[config.mk]
export PLATFORM = sky130hd
export DESIGN_NAME = config_loader
export DESIGN_NICKNAME = d
export VERILOG_FILES = /design/src/rtl/config_loader.sv
export SDC_FILE = /design/constraint.sdc
export NUM_CORES = 1
export LEC_CHECK = 0
export CORE_MARGIN = 2
export CORE_UTILIZATION = 58
export DETAILED_ROUTE_END_ITERATION = 8
export PLACE_DENSITY = 0.9
export SLEW_MARGIN = 10
export SYNTH_ARGS = -nofsm -noshare
export SYNTH_HDL_FRONTEND = slang
export SYNTH_SLANG_ARGS = --single-unit
[constraint.sdc]
create_clock -name clock -period 2.4 [get_ports clock]
set_input_delay 0.48 -clock clock [delete_from_list [all_inputs] [get_ports clock]]
set_output_delay 0.48 -clock clock [all_outputs]
set_load 0.05 [all_outputs]
[src/rtl/config_loader.sv]
// ---------------------------------------------------------------------------
// config_loader
//
// Loads a fabric configuration image from a stream of DATA_WIDTH-bit words.
// Words are shifted into a shadow register, first word ending up most
// significant. Once all WORDS words are in, the image moves to config_out in a
// single edge. The fabric muxes driven by config_out therefore never see a
// partially loaded image.
//
// Optional feature macro: CONFIG_READBACK_EN
//   When defined, the shadow is preloaded with the active image at start or
//   restart. Each accepted word shifts one old-image word out of the top of the
//   shadow onto readback_out/readback_valid, most significant word first.
//   When undefined, the readback ports are absent and the shadow is cleared at
//   start.
//
// Ports
//   clock          in   rising-edge clock
//   nreset         in   asynchronous active-low reset
//   start          in   begin a load (restarts the load if already loading)
//   data_in        in   bitstream word
//   data_valid     in   data_in is valid
//   data_ready     out  loader accepts a word this cycle (high in LOAD only)
//   busy           out  state is not IDLE
//   done           out  one-cycle pulse; new image visible on config_out
//   error          out  one-cycle pulse; load aborted by a restart
//   config_out     out  active configuration image
//   readback_out   out  old-image word      (CONFIG_READBACK_EN only)
//   readback_valid out  readback_out valid  (CONFIG_READBACK_EN only)
//   state_dbg      out  current FSM state (0 IDLE, 1 LOAD, 2 COMMIT)
//
// Handshake: a word transfers on a rising edge where data_valid && data_ready
// are both high. data_ready depends only on the state, never on data_valid.
// The source may hold data_valid low for any number of cycles. Once asserted,
// data_in must stay stable until the transfer edge.
// ---------------------------------------------------------------------------
module config_loader #(
  parameter int CONFIG_WIDTH = 40,
  parameter int DATA_WIDTH   = 8
) (
  input  logic                    clock,
  input  logic                    nreset,
  input  logic                    start,
  input  logic [DATA_WIDTH-1:0]   data_in,
  input  logic                    data_valid,
  output logic                    data_ready,
  output logic                    busy,
  output logic                    done,
  output logic                    error,
  output logic [CONFIG_WIDTH-1:0] config_out,
`ifdef CONFIG_READBACK_EN
  output logic [DATA_WIDTH-1:0]   readback_out,
  output logic                    readback_valid,
`endif
  output logic [1:0]              state_dbg
);

  localparam int WORDS        = (CONFIG_WIDTH + DATA_WIDTH - 1) / DATA_WIDTH;
  localparam int SHADOW_WIDTH = WORDS * DATA_WIDTH;
  localparam int COUNT_WIDTH  = $clog2(WORDS + 1);
  localparam logic [COUNT_WIDTH-1:0] LAST_COUNT = COUNT_WIDTH'(WORDS - 1);

  typedef enum logic [1:0] {
    IDLE   = 2'd0,
    LOAD   = 2'd1,
    COMMIT = 2'd2
  } state_t;

  state_t                  state;
  logic [SHADOW_WIDTH-1:0] shadow;
  logic [SHADOW_WIDTH-1:0] init_image;
  logic [SHADOW_WIDTH-1:0] shifted;
  logic [COUNT_WIDTH-1:0]  count;
  logic                    accept;

  assign data_ready = (state == LOAD);
  assign busy       = (state != IDLE);
  assign state_dbg  = state;
  assign accept     = data_ready && data_valid;

  // Shift left by one word and append the new word.
  // With WORDS == 1 the shift clears the whole register, which is intended.
  assign shifted = (shadow << DATA_WIDTH) | SHADOW_WIDTH'(data_in);

  // Value the shadow is (re)initialised to at start, restart and in IDLE.
  always_comb begin
    init_image = '0;
`ifdef CONFIG_READBACK_EN
    init_image[CONFIG_WIDTH-1:0] = config_out;
`endif
  end

  always_ff @(posedge clock or negedge nreset) begin
    if (!nreset) begin
      state          <= IDLE;
      shadow         <= '0;
      count          <= '0;
      config_out     <= '0;
      done           <= 1'b0;
      error          <= 1'b0;
`ifdef CONFIG_READBACK_EN
      readback_out   <= '0;
      readback_valid <= 1'b0;
`endif
    end else begin
      done           <= 1'b0;
      error          <= 1'b0;
`ifdef CONFIG_READBACK_EN
      readback_valid <= 1'b0;
`endif
      case (state)
        IDLE: begin
          count  <= '0;
          shadow <= init_image;
          if (start) begin
            state <= LOAD;
          end
        end

        LOAD: begin
          if (start) begin
            // A restart wins over a simultaneous accept; that word is dropped.
            count  <= '0;
            shadow <= init_image;
            error  <= 1'b1;
          end else if (accept) begin
            shadow <= shifted;
            count  <= count + 1'b1;
`ifdef CONFIG_READBACK_EN
            readback_out   <= shadow[SHADOW_WIDTH-1 -: DATA_WIDTH];
            readback_valid <= 1'b1;
`endif
            if (count == LAST_COUNT) begin
              state <= COMMIT;
            end
          end
        end

        COMMIT: begin
          // Surplus top bits of a non-multiple image drop out here.
          config_out <= shadow[CONFIG_WIDTH-1:0];
          done       <= 1'b1;
          state      <= IDLE;
        end

        default: begin
          state <= IDLE;
        end
      endcase
    end
  end

endmodule

==> run summary <==
The register share of total power came out at 54.0%. The effective utilization at floorplan is 59.0%. The via count of the first global-routing pass is 2631. The portion of the post-synthesis area used by sequential elements is 55.2%. Post-CTS timing repair inserted 0 buffers for setup. The cell type group with the largest total delay on the critical path is buffers and inverters. The proportion of total power due to net switching came out at 22.6%. The global placer's final weighted congestion is 0.777.

The top fanout value on the critical path came out at 6. The measured slew at the worst slew-check pin is 532 ps. The clock period minus worst slack came out at 2080 ps. The setup slack on the worst flop-to-flop path came out at 910 ps. The total of fill cells in the finished design is 479. The total global routing overflow is 0. Setup repair after global routing left no endpoint under its margin. Clock tree synthesis selected as its root buffer the cell sky130_fd_sc_hd__clkbuf_8.

The tool flagged a number of max-cap violations equal to 0. The final number of hold-violating endpoints came out at 0. From bottom edge to top edge, the die measures 86.5 um.

The worst slew margin relative to its limit is 64.5%. Clock skew on the completed layout was measured at 9.24 ps. After synthesis the netlist holds a flip-flop and latch count of 87. Global routing used 22.9% of the available tracks across all layers. The synthesized design contains 0 enable-type register cells.

The internal portion of the total power is 2.17 mW. The clock transition time at the flip-flop clock pins of the worst setup and hold paths is 80 ps. The worst setup path is launched from a register. The startpoint identified for the worst register-to-register timing path is state_dbg[1].

Counting every net in the synthesized netlist gives 350. The placeable core region is 6680 um2. The clock reaches the later pin of the worst-skew pair after 360 ps.

During placement, the flow inserted port buffers numbering 57. The length in cells of the worst reg-to-reg path is 4. The maximum vdd ir drop came out at 348 uV. The routed via count divided by cell count is 5.53. The number of buffers created by CTS came out at 9. The clock share of power came out at 39.3%. The total of cells resized after clock tree synthesis came out at 0. The standby leakage power came out at 2.23 nW. The setup TNS came out at 0 ps. The count of nets left with antenna violations once routing finished came out at 0. The area growth from synthesis to final layout is 20.6%.

The worst setup path is captured at a primary output. The portion of the clock cycle consumed by the worst path in the final layout came out at 86.6%. The power spent charging and discharging nets is 635 uW. The slowest stage of the critical path belongs to the cell sky130_fd_sc_hd__clkdlybuf4s50_1. The CTS tree is done. In this run the deepest clock path goes through 2 buffers. Counting flops with an async set or reset pin after synthesis yields a share of 100%. The count of distinct cell types in the synthesized netlist came out at 27. The min-delay analysis places its worst path in the category input port to async pin. The share of cells above drive strength 1 is 19.2%.

The signal on the critical path passes through clkdlybuf4s50_1. In this run the critical register-to-register path is captured at shadow[30]. The number of slew-limit violations in the final report was 0.

The number of buffers and inverters on the critical path came out at 1. Yosys printed 0 warnings. In this run the number of H-tree levels came out at 3. The final layout contains routed wiring with a total length of 7800 um. The detailed-route DRC error count came out at 0. The full die area came out at 7480 um2. After the last flow step, the layout net total stands at 401. The most frequently used flop master after synthesis is sky130_fd_sc_hd__dfrtp_1. The pin count of the biggest net entering global routing came out at 48. The mapped netlist covers 3950 um2. The row count is 30. The run finished with clean final reports. The number of antenna cells inserted is 0. The combinational share of power came out at 6.7%.

The data arrival time of the critical path came out at 1600 ps. The first-pass GRT wire length came out at 13300 um. The ratio of total power to cell area came out at 589 nW/um2. The count of boundary I/O pins came out at 58.

The synthesized area per cell is 11.7 um2. After detailed routing, the average wire length per cell comes to 16.6 um. The floorplan die width came out at 86.5 um.

The final setup violation count came out at 0. The initial antenna violation count is 0. The count of TritonRoute iterations in the first routing pass came out at 4. Static timing analysis puts the maximum clock frequency at 481 MHz. After legalization and detailed placement, the total HPWL measured 5040 um.

Total power for the finished layout comes to 2.80 mW. The sink count of the clock tree came out at 87. The routed layout has 2606 vias. The number of DRC markers after the initial detailed-route iteration is 225. The delay of the slowest cell on the worst path is 830 ps.

The required time reported for the critical path endpoint came out at 1920 ps. Synthesis handed over a netlist of 336 instances. The quantity of hold-fixing buffers added after cts came out at 0.

The worst setup path is of the register to primary output kind.
-- power groups by stage --
| stage | logic, mW | clock network [mW] | registers [mW] |
|---|---|---|---|
| final | 0.188 | 1.10 | 1.51 |
| after global routing | 0.208 | 1.19 | 1.52 |
| after CTS | 0.191 | 1.12 | 1.51 |
| after detailed placement | 0.190 | 0 | 1.54 |
| after global placement | 0.185 | 0 | 1.54 |
| after floorplan | 0.0892 | 0 | 1.56 |
-- flip-flops by register name (all words and copies together), names as in the netlist --
| signal | flops |
|---|---|
| config_out | 40 |
| shadow | 40 |
| count | 3 |
| done | 1 |
| state_dbg | 2 |
| error | 1 |
-- cell families (layout without fill, tap and decap cells) --
logic type	count (synthesis)	after routing	share of synthesized area [%]
and+or+nand+nor	93	93	12.1
DFF	87	87	55.2
AOI/OAI and AO/OA	85	85	11.9
muxes	41	41	15.4
buffers and inverters	28	83	4.85
adders and majority gates	2	2	0.634
-- per-stage QoR --
step                      utilization [%]  instances  worst slack, ps  hold WS, ps  area (um2)
after floorplan                         -        336              369          184        3950
after global placement               68.1        456              534          493        4550
after detailed placement             68.1        456              522          493        4550
after CTS                            71.2        471              320          118        4760
after global routing                 71.2        471              271          136        4760
final                                71.2        471              322         94.3        4760
-- cell usage after synthesis, types with 4 or more instances --
cell type	instances	area, um2
sky130_fd_sc_hd__nand2_1	42	158
sky130_fd_sc_hd__clkbuf_2	5	25.0
sky130_fd_sc_hd__dfrtp_1	87	2180
sky130_fd_sc_hd__a21oi_2	9	78.8
sky130_fd_sc_hd__nor2b_1	40	250
sky130_fd_sc_hd__inv_1	4	15.0
sky130_fd_sc_hd__a21oi_1	32	160
sky130_fd_sc_hd__o21ai_1	40	200
sky130_fd_sc_hd__mux2_4	39	586
sky130_fd_sc_hd__clkbuf_1	8	30.0
sky130_fd_sc_hd__buf_6	9	101
-- area by class of cell --
type	instances	area, um2	area share (%)
well taps	80	100	2.10
flip-flops and latches	87	2180	45.7
multi-input cells	221	1580	33.2
clock buffers	12	145	3.05
repair buffers	64	676	14.2
inverters	4	15.0	0.315
clock inverters	3	67.6	1.42
-- cell usage in the layout, fill, tap and decap left out --
cell	count
sky130_fd_sc_hd__dfrtp_1	87
sky130_fd_sc_hd__a21oi_2	9
sky130_fd_sc_hd__nand2b_1	1
sky130_fd_sc_hd__and2_1	1
sky130_fd_sc_hd__buf_4	6
sky130_fd_sc_hd__bufinv_16	2
sky130_fd_sc_hd__mux2_2	1
sky130_fd_sc_hd__or2_2	1
sky130_fd_sc_hd__nand2b_2	1
sky130_fd_sc_hd__mux2_4	39
sky130_fd_sc_hd__clkinvlp_4	1
sky130_fd_sc_hd__a32o_1	1
sky130_fd_sc_hd__o21ai_1	40
sky130_fd_sc_hd__mux2i_1	1
sky130_fd_sc_hd__a21o_1	1
sky130_fd_sc_hd__and2b_1	2
sky130_fd_sc_hd__o21ai_0	1
sky130_fd_sc_hd__nor2_1	2
sky130_fd_sc_hd__ha_1	2
sky130_fd_sc_hd__clkbuf_8	10
sky130_fd_sc_hd__clkbuf_1	2
sky130_fd_sc_hd__clkdlybuf4s50_1	53
sky130_fd_sc_hd__nand2_1	42
sky130_fd_sc_hd__a21oi_1	32
sky130_fd_sc_hd__nor3b_1	2
sky130_fd_sc_hd__inv_1	4
sky130_fd_sc_hd__buf_12	5
sky130_fd_sc_hd__o21bai_1	1
sky130_fd_sc_hd__nand3_1	1
sky130_fd_sc_hd__nor2b_1	40
-- metal layers --
layer,global-route usage [%],part of all wire (%),up-vias
met3,3.43,4.4,8
met4,10.7,1.3,0
li1,-,-,1226
met1,32.3,43,1296
met5,0,0,-
met2,35.3,51,76
-- how the worst max path moves through the flow --
stage	cells past startpoint	slack (ps)	to	start
global route	1	270	state_dbg[0]	state_dbg[0]
detailed placement	5	520	state_dbg[0]	data_valid
finish	1	320	state_dbg[0]	state_dbg[0]
global placement	5	530	state_dbg[0]	data_valid
floorplan	2	370	data_ready	state_dbg[1]
CTS	1	320	state_dbg[0]	state_dbg[0]
Note: power is estimated with default switching activity, not from simulation.
